===== config.mk =====
export PLATFORM = sky130hd
export DESIGN_NAME = wb_port_arbiter_flat
export DESIGN_NICKNAME = d
export VERILOG_FILES = /design/src/rtl/wb_port_arbiter_if.sv /design/src/rtl/wb_port_arbiter.sv /design/src/flat_wrapper.sv
export SDC_FILE = /design/constraint.sdc
export NUM_CORES = 1
export LEC_CHECK = 0
export CAP_MARGIN = 20
export CORE_AREA = 2 2 83 145
export CTS_BUF_LIST = sky130_fd_sc_hd__clkbuf_4 sky130_fd_sc_hd__clkbuf_8
export DETAILED_ROUTE_END_ITERATION = 12
export DIE_AREA = 0 0 85 147
export GPL_TIMING_DRIVEN = 0
export PLACE_DENSITY_LB_ADDON = 0.3
export SYNTH_ARGS = -nofsm -noshare
export SYNTH_HDL_FRONTEND = slang
export SYNTH_SLANG_ARGS = --single-unit

===== constraint.sdc =====
create_clock -name clk -period 5.4 [get_ports clk]
set_input_delay 1.62 -clock clk [delete_from_list [all_inputs] [get_ports clk]]
set_output_delay 1.62 -clock clk [all_outputs]
set_load 0.03 [all_outputs]

===== src/rtl/wb_port_arbiter_if.sv =====
// Write-back port bundle: MEM/WB write requests, debug write handshake and
// the single register-file write port.
//   master : pipeline/debug side (drives requests, observes grant/stall/rf port)
//   slave  : arbiter side (consumes requests, drives grant/stall/rf port)
interface wb_port_arbiter_if #(
  parameter int unsigned DATA_WIDTH     = 32,
  parameter int unsigned REG_ADDR_WIDTH = 5
);
  logic                      reg_a_wr_en;
  logic [REG_ADDR_WIDTH-1:0] reg_a_wr_addr;
  logic [DATA_WIDTH-1:0]     reg_a_wr_data;
  logic                      reg_b_wr_en;
  logic [REG_ADDR_WIDTH-1:0] reg_b_wr_addr;
  logic [DATA_WIDTH-1:0]     reg_b_wr_data;
  logic                      dbg_valid;
  logic [REG_ADDR_WIDTH-1:0] dbg_addr;
  logic [DATA_WIDTH-1:0]     dbg_data;
  logic                      dbg_ready;
  logic                      wb_stall;
  logic                      rf_wr_en;
  logic [REG_ADDR_WIDTH-1:0] rf_wr_addr;
  logic [DATA_WIDTH-1:0]     rf_wr_data;

  modport master (
    output reg_a_wr_en, reg_a_wr_addr, reg_a_wr_data,
    output reg_b_wr_en, reg_b_wr_addr, reg_b_wr_data,
    output dbg_valid, dbg_addr, dbg_data,
    input  dbg_ready, wb_stall,
    input  rf_wr_en, rf_wr_addr, rf_wr_data
  );

  modport slave (
    input  reg_a_wr_en, reg_a_wr_addr, reg_a_wr_data,
    input  reg_b_wr_en, reg_b_wr_addr, reg_b_wr_data,
    input  dbg_valid, dbg_addr, dbg_data,
    output dbg_ready, wb_stall,
    output rf_wr_en, rf_wr_addr, rf_wr_data
  );
endinterface


===== src/rtl/wb_port_arbiter.sv =====
// Write-back scheduler for a single-write-port register file.
// Serializes dual-destination instructions (A then buffered B, one stall
// cycle), shares the port with a debug requester that is forced a slot after
// STARVE_LIMIT refused cycles, and counts stall cycles (saturating).
// Ports:
//   clk, rst_n       : clock, asynchronous active-low reset
//   bus (slave)      : MEM/WB A/B requests, debug valid/ready, rf write port,
//                      wb_stall (all grant/stall/rf outputs combinational)
//   o_stall_cycles   : saturating count of cycles with wb_stall=1
module wb_port_arbiter #(
  parameter int unsigned DATA_WIDTH     = 32,
  parameter int unsigned REG_ADDR_WIDTH = 5,
  parameter int unsigned STARVE_LIMIT   = 4,
  parameter int unsigned CNT_WIDTH      = 32
) (
  input  logic                 clk,
  input  logic                 rst_n,
  wb_port_arbiter_if.slave     bus,
  output logic [CNT_WIDTH-1:0] o_stall_cycles
);

  localparam int unsigned WAIT_W = $clog2(STARVE_LIMIT + 1);

  typedef enum logic {
    S_IDLE,
    S_B_PEND
  } state_e;

  state_e                    r_state;
  state_e                    w_state_nxt;
  logic [WAIT_W-1:0]         r_wait_cnt;
  logic [REG_ADDR_WIDTH-1:0] r_b_addr;
  logic [DATA_WIDTH-1:0]     r_b_data;
  logic [CNT_WIDTH-1:0]      r_stall_cycles;

  logic                      w_a_req_raw;
  logic                      w_a_req;
  logic                      w_b_req;
  logic                      w_starve;
  logic                      w_capture;
  logic                      w_dbg_ready;
  logic                      w_wb_stall;
  logic                      w_rf_wr_en;
  logic [REG_ADDR_WIDTH-1:0] w_rf_wr_addr;
  logic [DATA_WIDTH-1:0]     w_rf_wr_data;

  // Effective requests; r0 writes are discarded, and a same-address dual
  // write collapses to B alone (B is the later result).
  assign w_a_req_raw = bus.reg_a_wr_en && (bus.reg_a_wr_addr != '0);
  assign w_b_req     = bus.reg_b_wr_en && (bus.reg_b_wr_addr != '0);
  assign w_a_req     = w_a_req_raw &&
                       !(w_b_req && (bus.reg_a_wr_addr == bus.reg_b_wr_addr));
  assign w_starve    = bus.dbg_valid && (r_wait_cnt == WAIT_W'(STARVE_LIMIT));

  // Next-state and combinational port control; everything idles in reset.
  always_comb begin
    w_state_nxt  = r_state;
    w_capture    = 1'b0;
    w_dbg_ready  = 1'b0;
    w_wb_stall   = 1'b0;
    w_rf_wr_en   = 1'b0;
    w_rf_wr_addr = '0;
    w_rf_wr_data = '0;
    if (rst_n) begin
      case (r_state)
        S_IDLE: begin
          if (w_starve) begin
            // Forced debug slot: the pipeline instruction is held and
            // re-evaluated next cycle.
            w_dbg_ready = 1'b1;
            w_wb_stall  = w_a_req || w_b_req;
          end else if (w_a_req && w_b_req) begin
            w_rf_wr_en   = 1'b1;
            w_rf_wr_addr = bus.reg_a_wr_addr;
            w_rf_wr_data = bus.reg_a_wr_data;
            w_wb_stall   = 1'b1;
            w_capture    = 1'b1;
            w_state_nxt  = S_B_PEND;
          end else if (w_a_req) begin
            w_rf_wr_en   = 1'b1;
            w_rf_wr_addr = bus.reg_a_wr_addr;
            w_rf_wr_data = bus.reg_a_wr_data;
          end else if (w_b_req) begin
            w_rf_wr_en   = 1'b1;
            w_rf_wr_addr = bus.reg_b_wr_addr;
            w_rf_wr_data = bus.reg_b_wr_data;
          end else if (bus.dbg_valid) begin
            w_dbg_ready = 1'b1;
          end
        end
        S_B_PEND: begin
          // Second half of a dual write; inputs are ignored this cycle.
          w_rf_wr_en   = 1'b1;
          w_rf_wr_addr = r_b_addr;
          w_rf_wr_data = r_b_data;
          w_state_nxt  = S_IDLE;
        end
        default: w_state_nxt = S_IDLE;
      endcase

      // A debug write to r0 completes the handshake without touching the RF.
      if (w_dbg_ready && (bus.dbg_addr != '0)) begin
        w_rf_wr_en   = 1'b1;
        w_rf_wr_addr = bus.dbg_addr;
        w_rf_wr_data = bus.dbg_data;
      end
    end
  end

  // State, pending-B buffer, starvation counter and stall counter.
  always_ff @(posedge clk or negedge rst_n) begin
    if (!rst_n) begin
      r_state        <= S_IDLE;
      r_wait_cnt     <= '0;
      r_b_addr       <= '0;
      r_b_data       <= '0;
      r_stall_cycles <= '0;
    end else begin
      r_state <= w_state_nxt;

      if (w_capture) begin
        r_b_addr <= bus.reg_b_wr_addr;
        r_b_data <= bus.reg_b_wr_data;
      end

      if (!bus.dbg_valid || w_dbg_ready) begin
        r_wait_cnt <= '0;
      end else if (r_wait_cnt != WAIT_W'(STARVE_LIMIT)) begin
        r_wait_cnt <= r_wait_cnt + WAIT_W'(1);
      end

      if (w_wb_stall && (r_stall_cycles != '1)) begin
        r_stall_cycles <= r_stall_cycles + CNT_WIDTH'(1);
      end
    end
  end

  assign bus.dbg_ready  = w_dbg_ready;
  assign bus.wb_stall   = w_wb_stall;
  assign bus.rf_wr_en   = w_rf_wr_en;
  assign bus.rf_wr_addr = w_rf_wr_addr;
  assign bus.rf_wr_data = w_rf_wr_data;
  assign o_stall_cycles = r_stall_cycles;

endmodule


===== src/flat_wrapper.sv =====
// flat-port wrapper written by rule: the top's interface ports become plain ports
module wb_port_arbiter_flat 
#(
  parameter int unsigned DATA_WIDTH     = 32,
  parameter int unsigned REG_ADDR_WIDTH = 5,
  parameter int unsigned STARVE_LIMIT   = 4,
  parameter int unsigned CNT_WIDTH      = 32
)
  (clk, rst_n, o_stall_cycles, bus_reg_a_wr_en, bus_reg_a_wr_addr, bus_reg_a_wr_data, bus_reg_b_wr_en, bus_reg_b_wr_addr, bus_reg_b_wr_data, bus_dbg_valid, bus_dbg_addr, bus_dbg_data, bus_dbg_ready, bus_wb_stall, bus_rf_wr_en, bus_rf_wr_addr, bus_rf_wr_data);
  wb_port_arbiter_if #(.DATA_WIDTH(DATA_WIDTH), .REG_ADDR_WIDTH(REG_ADDR_WIDTH)) bus_i ();
  input  logic clk;
  input  logic rst_n;
  output logic [CNT_WIDTH-1:0] o_stall_cycles;
  input wire logic [$bits(bus_i.reg_a_wr_en)-1:0] bus_reg_a_wr_en;
  input wire logic [$bits(bus_i.reg_a_wr_addr)-1:0] bus_reg_a_wr_addr;
  input wire logic [$bits(bus_i.reg_a_wr_data)-1:0] bus_reg_a_wr_data;
  input wire logic [$bits(bus_i.reg_b_wr_en)-1:0] bus_reg_b_wr_en;
  input wire logic [$bits(bus_i.reg_b_wr_addr)-1:0] bus_reg_b_wr_addr;
  input wire logic [$bits(bus_i.reg_b_wr_data)-1:0] bus_reg_b_wr_data;
  input wire logic [$bits(bus_i.dbg_valid)-1:0] bus_dbg_valid;
  input wire logic [$bits(bus_i.dbg_addr)-1:0] bus_dbg_addr;
  input wire logic [$bits(bus_i.dbg_data)-1:0] bus_dbg_data;
  output wire logic [$bits(bus_i.dbg_ready)-1:0] bus_dbg_ready;
  output wire logic [$bits(bus_i.wb_stall)-1:0] bus_wb_stall;
  output wire logic [$bits(bus_i.rf_wr_en)-1:0] bus_rf_wr_en;
  output wire logic [$bits(bus_i.rf_wr_addr)-1:0] bus_rf_wr_addr;
  output wire logic [$bits(bus_i.rf_wr_data)-1:0] bus_rf_wr_data;
  assign bus_i.reg_a_wr_en = bus_reg_a_wr_en;
  assign bus_i.reg_a_wr_addr = bus_reg_a_wr_addr;
  assign bus_i.reg_a_wr_data = bus_reg_a_wr_data;
  assign bus_i.reg_b_wr_en = bus_reg_b_wr_en;
  assign bus_i.reg_b_wr_addr = bus_reg_b_wr_addr;
  assign bus_i.reg_b_wr_data = bus_reg_b_wr_data;
  assign bus_i.dbg_valid = bus_dbg_valid;
  assign bus_i.dbg_addr = bus_dbg_addr;
  assign bus_i.dbg_data = bus_dbg_data;
  assign bus_dbg_ready = bus_i.dbg_ready;
  assign bus_wb_stall = bus_i.wb_stall;
  assign bus_rf_wr_en = bus_i.rf_wr_en;
  assign bus_rf_wr_addr = bus_i.rf_wr_addr;
  assign bus_rf_wr_data = bus_i.rf_wr_data;
  wb_port_arbiter #(.DATA_WIDTH(DATA_WIDTH), .REG_ADDR_WIDTH(REG_ADDR_WIDTH), .STARVE_LIMIT(STARVE_LIMIT), .CNT_WIDTH(CNT_WIDTH)) u_core (.clk(clk), .rst_n(rst_n), .bus(bus_i), .o_stall_cycles(o_stall_cycles));
endmodule

==> reports/summary.txt, run 1 <==
Die height = 147 um
Net count after synthesis = 583
P_leak = 3.03 nW
Worst endpoint required time = 3.78 ns
Grt total ovfl = 0
Fmax = 188 MHz
GRT Total Usage = 24.3%
Row cnt = 52
DRT Wirelength = 15300 um
Critical Path Start Type = primary input
Slew HR = 53.1%
Final Util = 60.6%
1st-pass router iterations = 4
DP HPWL = 11300 um
Setup ws final = 0.0670 ns
Worst r2r path cells = 8
Ys flop type = dfrtp_1
Unrepaired setup endpoints after global routing = no
Hold Crit Start = u_core.o_stall_cycles[30]
Worst Skew = 0.0107 ns
Pre-CTS worst setup slack = -1.22 ns
Reg2reg setup slack = 2.34 ns
Layout Nets = 797
Clk_lat worst skew = 0.36 ns
Synthesized area = 4430 um2
Critical-path maximum fanout = 6
Largest net degree at the start of global routing = 42
Ant diodes = 0
Min cycle time layout = 5.33 ns
CTS sink count = 73
Status = finished clean
Initial antenna violation count = 0
Syn_area_per_cell = 9.54 um2
Max Root-Sink Buffers = 2
Port Buffers = 187
Worst Max-Slew Pin Slew = 0.698 ns
Synth area leader = dfrtp_1
Yosys warning count = 0
Initial Utilization = 38.9%
Design area = 6910 um2
# hold bufs at CTS = 0
Area Overhead vs Synth = 55.9%
DIE AREA = 12500 um2
Core area = 11400 um2
Synth area leaders = dfrtp_1, a221o_1, xor2_1, nand3_1, mux2_2
Hold path depth = 1
Slew Viols, Final = 0
Post-synth ARST share = 100%
Fin Hold WS = 0.490 ns
Final worst-path cycle share = 98.8%
Num CTS Buffers = 9
Arr. time, crit path = 3.71 ns
GPL Wtd Cong = 0.893
Synth Register Bits = 73
Clock-pin slew on the worst setup and hold paths = 0.07 ns
Number of synthesized flops with an enable pin = 0
Root Buffer = clkbuf_8
# IOs = 188
Layout cells sized above 1 = 20.5%
Yosys cell types = 48
Vias in the first global route = 4981
Hold Violations, Final = 0
Fin Setup TNS = 0 ns
Die Wd = 85 um
Vias after detailed routing = 4600
H-tree Lvls = 3
RR Startpoint = u_core.o_stall_cycles[0]
Post-place instance area = 6490 um2
Hold Crit Class = register to register
Syn Inst Count = 464
Final routed DRC violation total = 0
Vias per std cell = 5.63
CP endpoint kind = primary output
Number of routed nets with antenna violations = 0
Worst r2r dst = u_core.o_stall_cycles[11]
Worst Setup Path Type = primary input to primary output
Yosys top cell area share = 41.3%
Max IR drop VDD = 0.000251 V
First-pass GRT wire length = 24100 um
Routed WL per cell = 18.7 um
Seq/Total Area, Yosys = 41.3%
TritonCTS clock tree = built
Endpoints failing setup = 0
DRT iter0 DRCs = 268
PwrDens = 256 nW/um2
Fillers = 998
Max-cap viol count = 0
WHS Endpoint = u_core.o_stall_cycles[30]
-- report_power, final --
| group | leakage [nW] | internal, mW | switching [mW] | total (mW) |
|---|---|---|---|---|
| logic | 2.03 | 0.320 | 0.312 | 0.633 |
| registers | 0.896 | 0.648 | 0.0772 | 0.725 |
| clock network | 0.0949 | 0.207 | 0.204 | 0.411 |
| total | 3.03 | 1.18 | 0.594 | 1.77 |
-- layout by cell type, fill, tap and decap left out, types with 12 or more instances in the layout --
cell / instances
buf_6: 17
inv_1: 12
buf_4: 38
nand2_1: 56
nor3_1: 17
nor4_1: 12
dfrtp_1: 73
mux2_2: 19
nor2_1: 14
xor2_1: 29
a221o_1: 33
clkdlybuf4s50_1: 136
a21oi_1: 37
clkbuf_8: 14
nand3_1: 50
-- sequential cells by signal, indices dropped and copies added, names as in the netlist --
signal	cells
u_core.r_b_addr	5
u_core.r_b_data	32
u_core.r_state	1
u_core.r_wait_cnt	3
u_core.o_stall_cycles	32
-- cells in the mapped netlist (6+ instances only) --
master     n
mux2_1     9
buf_2      6
a21oi_1   37
nor2_1    14
mux2_4    10
nor3_1    17
nand2_1   56
xnor2_1    8
nand3_1   50
clkbuf_1  14
xor2_1    29
dfrtp_1   73
mux2_2    19
inv_1     12
nor4_1    13
a221o_1   33
-- stage by stage --
step,total power [mW],cells
2_1_floorplan,1.06,464
3_3_place_gp,1.33,786
3_5_place_dp,1.34,787
4_1_cts,1.77,814
5_1_grt,1.85,817
6_report,1.77,817
-- final cells by class --
type | count | area (um2) | share of cell area (%)
multi-input cells | 347 | 2460 | 35.6
repair buffers | 206 | 1990 | 28.8
flip-flops and latches | 73 | 1830 | 26.5
plain buffers | 29 | 231 | 3.35
clock buffers | 13 | 173 | 2.50
well taps | 135 | 169 | 2.45
inverters | 12 | 45.0 | 0.652
clock inverters | 2 | 12.5 | 0.181
-- critical path, cell delays in order --
cell and delay [ns]:
dlygate4sd2_1 0.27, or4_4 0.50, o21ai_4 0.20, a22o_1 0.23
nand3_4 0.13, nor2_4 0.19, buf_6 0.14, buf_6 0.12
a221o_1 0.17, buf_6 0.14
-- how the worst max path moves through the flow --
stage | start | to | slack [ns] | cells past startpoint
after global routing | bus_reg_a_wr_addr[0] | bus_rf_wr_data[4] | 0.00005 | 10
after global placement | rst_n | bus_rf_wr_data[26] | -3.47 | 8
after detailed placement | bus_reg_b_wr_addr[0] | bus_rf_wr_addr[1] | -1.22 | 10
after floorplan | bus_reg_a_wr_addr[1] | bus_rf_wr_addr[0] | 0.01 | 8
final | bus_reg_a_wr_addr[0] | bus_rf_wr_data[2] | 0.07 | 10
after CTS | bus_reg_a_wr_addr[0] | bus_rf_wr_data[2] | 0.001 | 10
-- kinds of logic (layout without fill, tap and decap cells) --
family,count (synthesis),count (layout),synth area share [%]
compound gates,92,92,15.1
xor+xnor,37,37,7.32
fa+ha+maj,3,3,0.848
buf+inv,44,262,5.20
flops,73,73,41.3
mux,38,38,10.5
simple gates,177,177,19.8
-- per-layer routing --
layer / share of wire, % / track usage, % / up-vias
met1: 37 / 25.3 / 2201
met5: 0 / 0 / -
met2: 51 / 43.4 / 214
met3: 7.5 / 6.01 / 53
li1: - / - / 2132
met4: 4.7 / 14.0 / 0
-- repair_timing --
item | 4_1_cts | 5_1_grt
buffers inserted | 12 | 3
pin swaps | 11 | 12
cloned | 2 | 1
setup endpoints to repair | 40 | 38
gates resized for setup | 282 | 21
(Power assumes the default switching activity.)
==> run 2: changes to the inputs <==
--- a/config.mk
+++ b/config.mk
@@ -6,12 +6,15 @@
 export NUM_CORES = 1
 export LEC_CHECK = 0
 export CAP_MARGIN = 20
-export CORE_AREA = 2 2 83 145
+export CELL_PAD_IN_SITES_DETAIL_PLACEMENT = 1
+export CELL_PAD_IN_SITES_GLOBAL_PLACEMENT = 2
+export CORE_AREA = 2 2 104 182
 export CTS_BUF_LIST = sky130_fd_sc_hd__clkbuf_4 sky130_fd_sc_hd__clkbuf_8
 export DETAILED_ROUTE_END_ITERATION = 12
-export DIE_AREA = 0 0 85 147
+export DIE_AREA = 0 0 106 184
 export GPL_TIMING_DRIVEN = 0
 export PLACE_DENSITY_LB_ADDON = 0.3
+export SLEW_MARGIN = 20
 export SYNTH_ARGS = -nofsm -noshare
 export SYNTH_HDL_FRONTEND = slang
 export SYNTH_SLANG_ARGS = --single-unit
==> reports/summary.txt, run 2 (synthesis gave the netlist of run 1 again) <==
Critical Path Start Type = primary input
Fin Setup TNS = 0 ns
Hold path depth = 1
Fin Hold WS = 0.494 ns
CP dominant cell by count = buf_6
PwrDens = 257 nW/um2
Post-place instance area = 6610 um2
Core area = 18000 um2
Initial Utilization = 24.6%
DIE AREA = 19500 um2
Layout Nets = 798
Clock-pin slew on the worst setup and hold paths = 0.08 ns
DP HPWL = 13600 um
GPL Wtd Cong = 0.854
P_sw = 629 uW
CTS sink count = 73
Pre-CTS worst setup slack = -1.39 ns
Switch share = 34.5%
Critical-path maximum fanout = 10
# IOs = 188
Grt total ovfl = 0
Fmax = 188 MHz
Min cycle time layout = 5.31 ns
Layout cells sized above 1 = 22.1%
Hold Crit Start = u_core.o_stall_cycles[30]
Area Overhead vs Synth = 60.3%
Final routed DRC violation total = 0
P_leak = 3.05 nW
Slew HR = 56.8%
Die Wd = 106 um
# hold bufs at CTS = 0
Critical path's slowest cell = or4_4
Endpoints failing setup = 0
Worst r2r dst = u_core.o_stall_cycles[11]
Vias in the first global route = 5274
Worst endpoint required time = 3.78 ns
DRT iter0 DRCs = 161
Leading cell types in the layout, fill and taps excluded = clkdlybuf4s50_1, dfrtp_1, nand2_1
1st-pass router iterations = 4
GRT Total Usage = 19.3%
Ant diodes = 0
RR Startpoint = u_core.o_stall_cycles[0]
Share of power burned in registers = 39.7%
Slew Viols, Final = 0
Clk_lat worst skew = 0.36 ns
Worst Setup Path Type = primary input to primary output
Die height = 184 um
Fillers = 2047
Reg2reg setup slack = 2.41 ns
Unrepaired setup endpoints after global routing = no
Routed WL per cell = 19.9 um
Hold Crit Class = register to register
Number of routed nets with antenna violations = 0
Arr. time, crit path = 3.69 ns
Comb pwr share = 35.6%
First-pass GRT wire length = 29300 um
Worst Skew = 0.0125 ns
Setup ws final = 0.0891 ns
Internal = 1.20 mW
Root Buffer = clkbuf_8
Num CTS Buffers = 9
Largest net degree at the start of global routing = 42
Row cnt = 65
Max Root-Sink Buffers = 2
Status = finished clean
CP endpoint kind = primary output
Crit-path cells = buf_2 -> or4_4 -> o21a_4 -> a31o_1 -> buf_6 -> clkbuf_8 -> nand3_1 -> a21oi_1 -> a221o_1 -> buf_6
Hold Violations, Final = 0
Port Buffers = 187
Worst r2r path cells = 8
Initial antenna violation count = 1
Crit-path max cell delay = 0.58 ns
WHS Endpoint = u_core.o_stall_cycles[30]
Total power = 1.82 mW
Final worst-path cycle share = 98.4%
Design area = 7100 um2
Worst Max-Slew Pin Slew = 0.641 ns
Commonest non-fill, non-tap cell in the layout = clkdlybuf4s50_1
Max-cap viol count = 0
Cell family with most CP delay = compound AO/OA/AOI/OAI gates
TritonCTS clock tree = built
Vias after detailed routing = 4551
H-tree Lvls = 3
DRT Wirelength = 18300 um
Clk pwr share = 24.7%
Vias per std cell = 4.96
Max IR drop VDD = 0.000192 V
CP bufs+invs = 4
-- run 2: cell count changes in the layout (fill, tap and decap cells not counted), moves of 2 or more --
| cell | previous run | this run |
|---|---|---|
| buf_1 | 3 | 1 |
| buf_12 | 3 | 5 |
| buf_2 | 6 | 14 |
| buf_4 | 38 | 34 |
| clkbuf_4 | 4 | 2 |
| clkbuf_8 | 14 | 12 |
| clkdlybuf4s15_2 | 2 | 4 |
| dlygate4sd2_1 | 6 | 1 |
| o21ai_0 | 4 | 2 |
| o21ai_1 | 0 | 2 |
-- run 2: final cells by class --
type,instances,area [um2],share of cell area [%]
Clock inverter,5,56.3,0.793
Multi-Input combinational cell,347,2470,34.8
Clock buffer,10,138,1.94
Tap cell,234,293,4.13
Timing Repair Buffer,207,2010,28.3
Buffer,29,262,3.68
Sequential cell,73,1830,25.7
Inverter,12,45.0,0.635
-- run 2: worst max path at each step --
stage / slack (ns) / end / cells past startpoint / startpoint
after floorplan: 0.01 / bus_rf_wr_addr[0] / 8 / bus_reg_a_wr_addr[1]
after global placement: -4.09 / bus_rf_wr_addr[2] / 8 / rst_n
after detailed placement: -1.39 / bus_rf_wr_data[18] / 10 / bus_reg_b_wr_addr[2]
after CTS: 0.002 / bus_rf_wr_data[4] / 10 / bus_reg_a_wr_addr[3]
after global routing: 0.0009 / bus_rf_wr_data[3] / 10 / bus_reg_b_wr_addr[4]
final: 0.09 / bus_rf_wr_data[23] / 10 / bus_reg_b_wr_addr[4]
-- run 2: metrics by stage --
step                      instances  utilization, %
after floorplan                 464               -
after global placement          885            36.7
after detailed placement        886            36.8
after CTS                       917            39.4
after global routing            917            39.5
final                           917            39.5
-- run 2: what timing repair did --
action	in CTS	in global routing
setup buffers	14	1
cloned	4	0
resized for setup	308	17
endpoints found under the setup margin	40	38
pin swaps	12	9
-- run 2: routing by layer --
metal	GRT usage [%]	vias up	wire length (um)
met5	0	-	11
met4	5.74	2	473
met3	4.04	27	1010
met2	37.6	169	9930
met1	20.3	2221	6830
li1	-	2132	-
-- run 2: power by group through the flow --
stage | Sequential (mW) | Clock [mW] | Combinational [mW]
after detailed placement | 0.733 | 0 | 0.627
after CTS | 0.724 | 0.470 | 0.655
after global routing | 0.740 | 0.492 | 0.698
final | 0.724 | 0.451 | 0.649
after floorplan | 0.765 | 0 | 0.298
after global placement | 0.729 | 0 | 0.613
==> run 3: changes to the inputs <==
--- a/config.mk
+++ b/config.mk
@@ -18,3 +18,4 @@
 export SYNTH_ARGS = -nofsm -noshare
 export SYNTH_HDL_FRONTEND = slang
 export SYNTH_SLANG_ARGS = --single-unit
+export TNS_END_PERCENT = 10
==> reports/summary.txt, run 3 (synthesis gave the netlist of run 1 again) <==
Port Buffers = 187
PwrDens = 258 nW/um2
Commonest non-fill, non-tap cell in the layout = clkdlybuf4s50_1
Fin cells = 916
Max IR drop VDD = 0.000192 V
Initial Utilization = 24.6%
Cell family with most CP delay = simple AND/OR/NAND/NOR gates
GRT Total Usage = 19.0%
Worst Setup Path Type = primary input to primary output
First-pass GRT wire length = 29000 um
Hold Crit Class = register to register
H-tree Lvls = 3
Vias per std cell = 4.98
Grt total ovfl = 0
Vias after detailed routing = 4563
TritonCTS clock tree = built
Ant diodes = 0
Post-place instance area = 6610 um2
Routed WL per cell = 19.9 um
Die Wd = 106 um
P_leak = 3.04 nW
Clk_lat worst skew = 0.36 ns
1st-pass router iterations = 4
Comb pwr share = 35.7%
Number of routed nets with antenna violations = 0
Status = finished clean
CTS sink count = 73
DIE AREA = 19500 um2
Critical-path maximum fanout = 6
Root Buffer = clkbuf_8
P_sw = 631 uW
Vias in the first global route = 5246
Num CTS Buffers = 9
Endpoints failing setup = 0
Max Root-Sink Buffers = 2
Final routed DRC violation total = 0
Share of power burned in registers = 39.6%
# IOs = 188
Largest net degree at the start of global routing = 42
Layout cells sized above 1 = 21.6%
Clock-pin slew on the worst setup and hold paths = 0.08 ns
Arr. time, crit path = 3.70 ns
Hold Violations, Final = 0
Die height = 184 um
Slew Viols, Final = 0
Internal = 1.20 mW
Critical Path Start Type = primary input
Final worst-path cycle share = 98.5%
Crit-path max cell delay = 0.55 ns
Slew HR = 56.1%
Initial antenna violation count = 0
Worst endpoint required time = 3.78 ns
Final Util = 39.5%
Placed cells = 886
CP endpoint kind = primary output
DRT iter0 DRCs = 168
DP HPWL = 13600 um
Worst Skew = 0.00999 ns
Fmax = 188 MHz
Min cycle time layout = 5.32 ns
Crit-path cells = buf_4 -> or4_4 -> o21ai_4 -> a22o_1 -> nand3_4 -> nor2_4 -> buf_8 -> a221o_1 -> clkdlybuf4s18_2
Switch share = 34.5%
CP bufs+invs = 3
Core area = 18000 um2
GPL Wtd Cong = 0.854
Layout Nets = 797
Clk pwr share = 24.7%
DRT Wirelength = 18200 um
Max-cap viol count = 0
Row cnt = 65
Design area = 7100 um2
Worst Max-Slew Pin Slew = 0.652 ns
Area Overhead vs Synth = 60.4%
Critical path's slowest cell = or4_4
Leading cell types in the layout, fill and taps excluded = clkdlybuf4s50_1, dfrtp_1, nand2_1
## run 3: routing by layer
layer	up-vias	track usage, %	wire length, um
li1	2136	-	-
met1	2232	20.2	6840
met2	166	37.0	9830
met3	29	4.04	1010
met4	0	5.63	547
met5	-	0	0
## run 3: worst paths after layout
check	startpoint	end	slack [ns]	cells past startpoint
max in group asynchronous	rst_n	u_core.r_b_data[30]	3.79	2
min in group asynchronous	rst_n	u_core.r_b_data[4]	1.10	1
worst min register to register	u_core.o_stall_cycles[30]	u_core.o_stall_cycles[30]	0.49	1
worst max-delay path	bus_reg_b_wr_addr[4]	bus_rf_wr_data[31]	0.08	9
worst min-delay path	u_core.o_stall_cycles[30]	u_core.o_stall_cycles[30]	0.49	1
worst max register to register	u_core.o_stall_cycles[0]	u_core.o_stall_cycles[11]	2.39	8
## run 3: timing repair
action,CTS,global route
hold buffers,0,0
setup buffers,12,1
cloned,3,1
pin swaps,9,10
setup endpoints to repair,40,37
gates resized for setup,304,32
## run 3: final cells by class
class                           instances  area, um2
Buffer                                 30        255
Clock buffer                           10        138
Clock inverter                          5       56.3
Fill cell                            2056      10900
Inverter                               12       45.0
Multi-Input combinational cell        347       2460
Sequential cell                        73       1830
Tap cell                              234        293
Timing Repair Buffer                  205       2020
## run 3: power by group through the flow
stage / Combinational (mW) / Sequential [mW] / Clock (mW)
2_1_floorplan: 0.298 / 0.765 / 0
3_3_place_gp: 0.613 / 0.729 / 0
3_5_place_dp: 0.627 / 0.733 / 0
4_1_cts: 0.651 / 0.724 / 0.470
5_1_grt: 0.700 / 0.740 / 0.492
6_report: 0.652 / 0.724 / 0.452
## run 3: per-stage QoR
step | setup WS, ns | hold slack, ns | TNS (ns) | power (mW)
floorplan | 0.0143 | 0.458 | 0 | 1.06
global placement | -4.09 | 0.469 | -299.86 | 1.34
finish | 0.0795 | 0.494 | 0 | 1.83
global route | -0.00225 | 0.514 | -0.00225 | 1.93
CTS | -0.0486 | 0.499 | -0.0796 | 1.85
detailed placement | -1.39 | 0.480 | -49.85 | 1.36
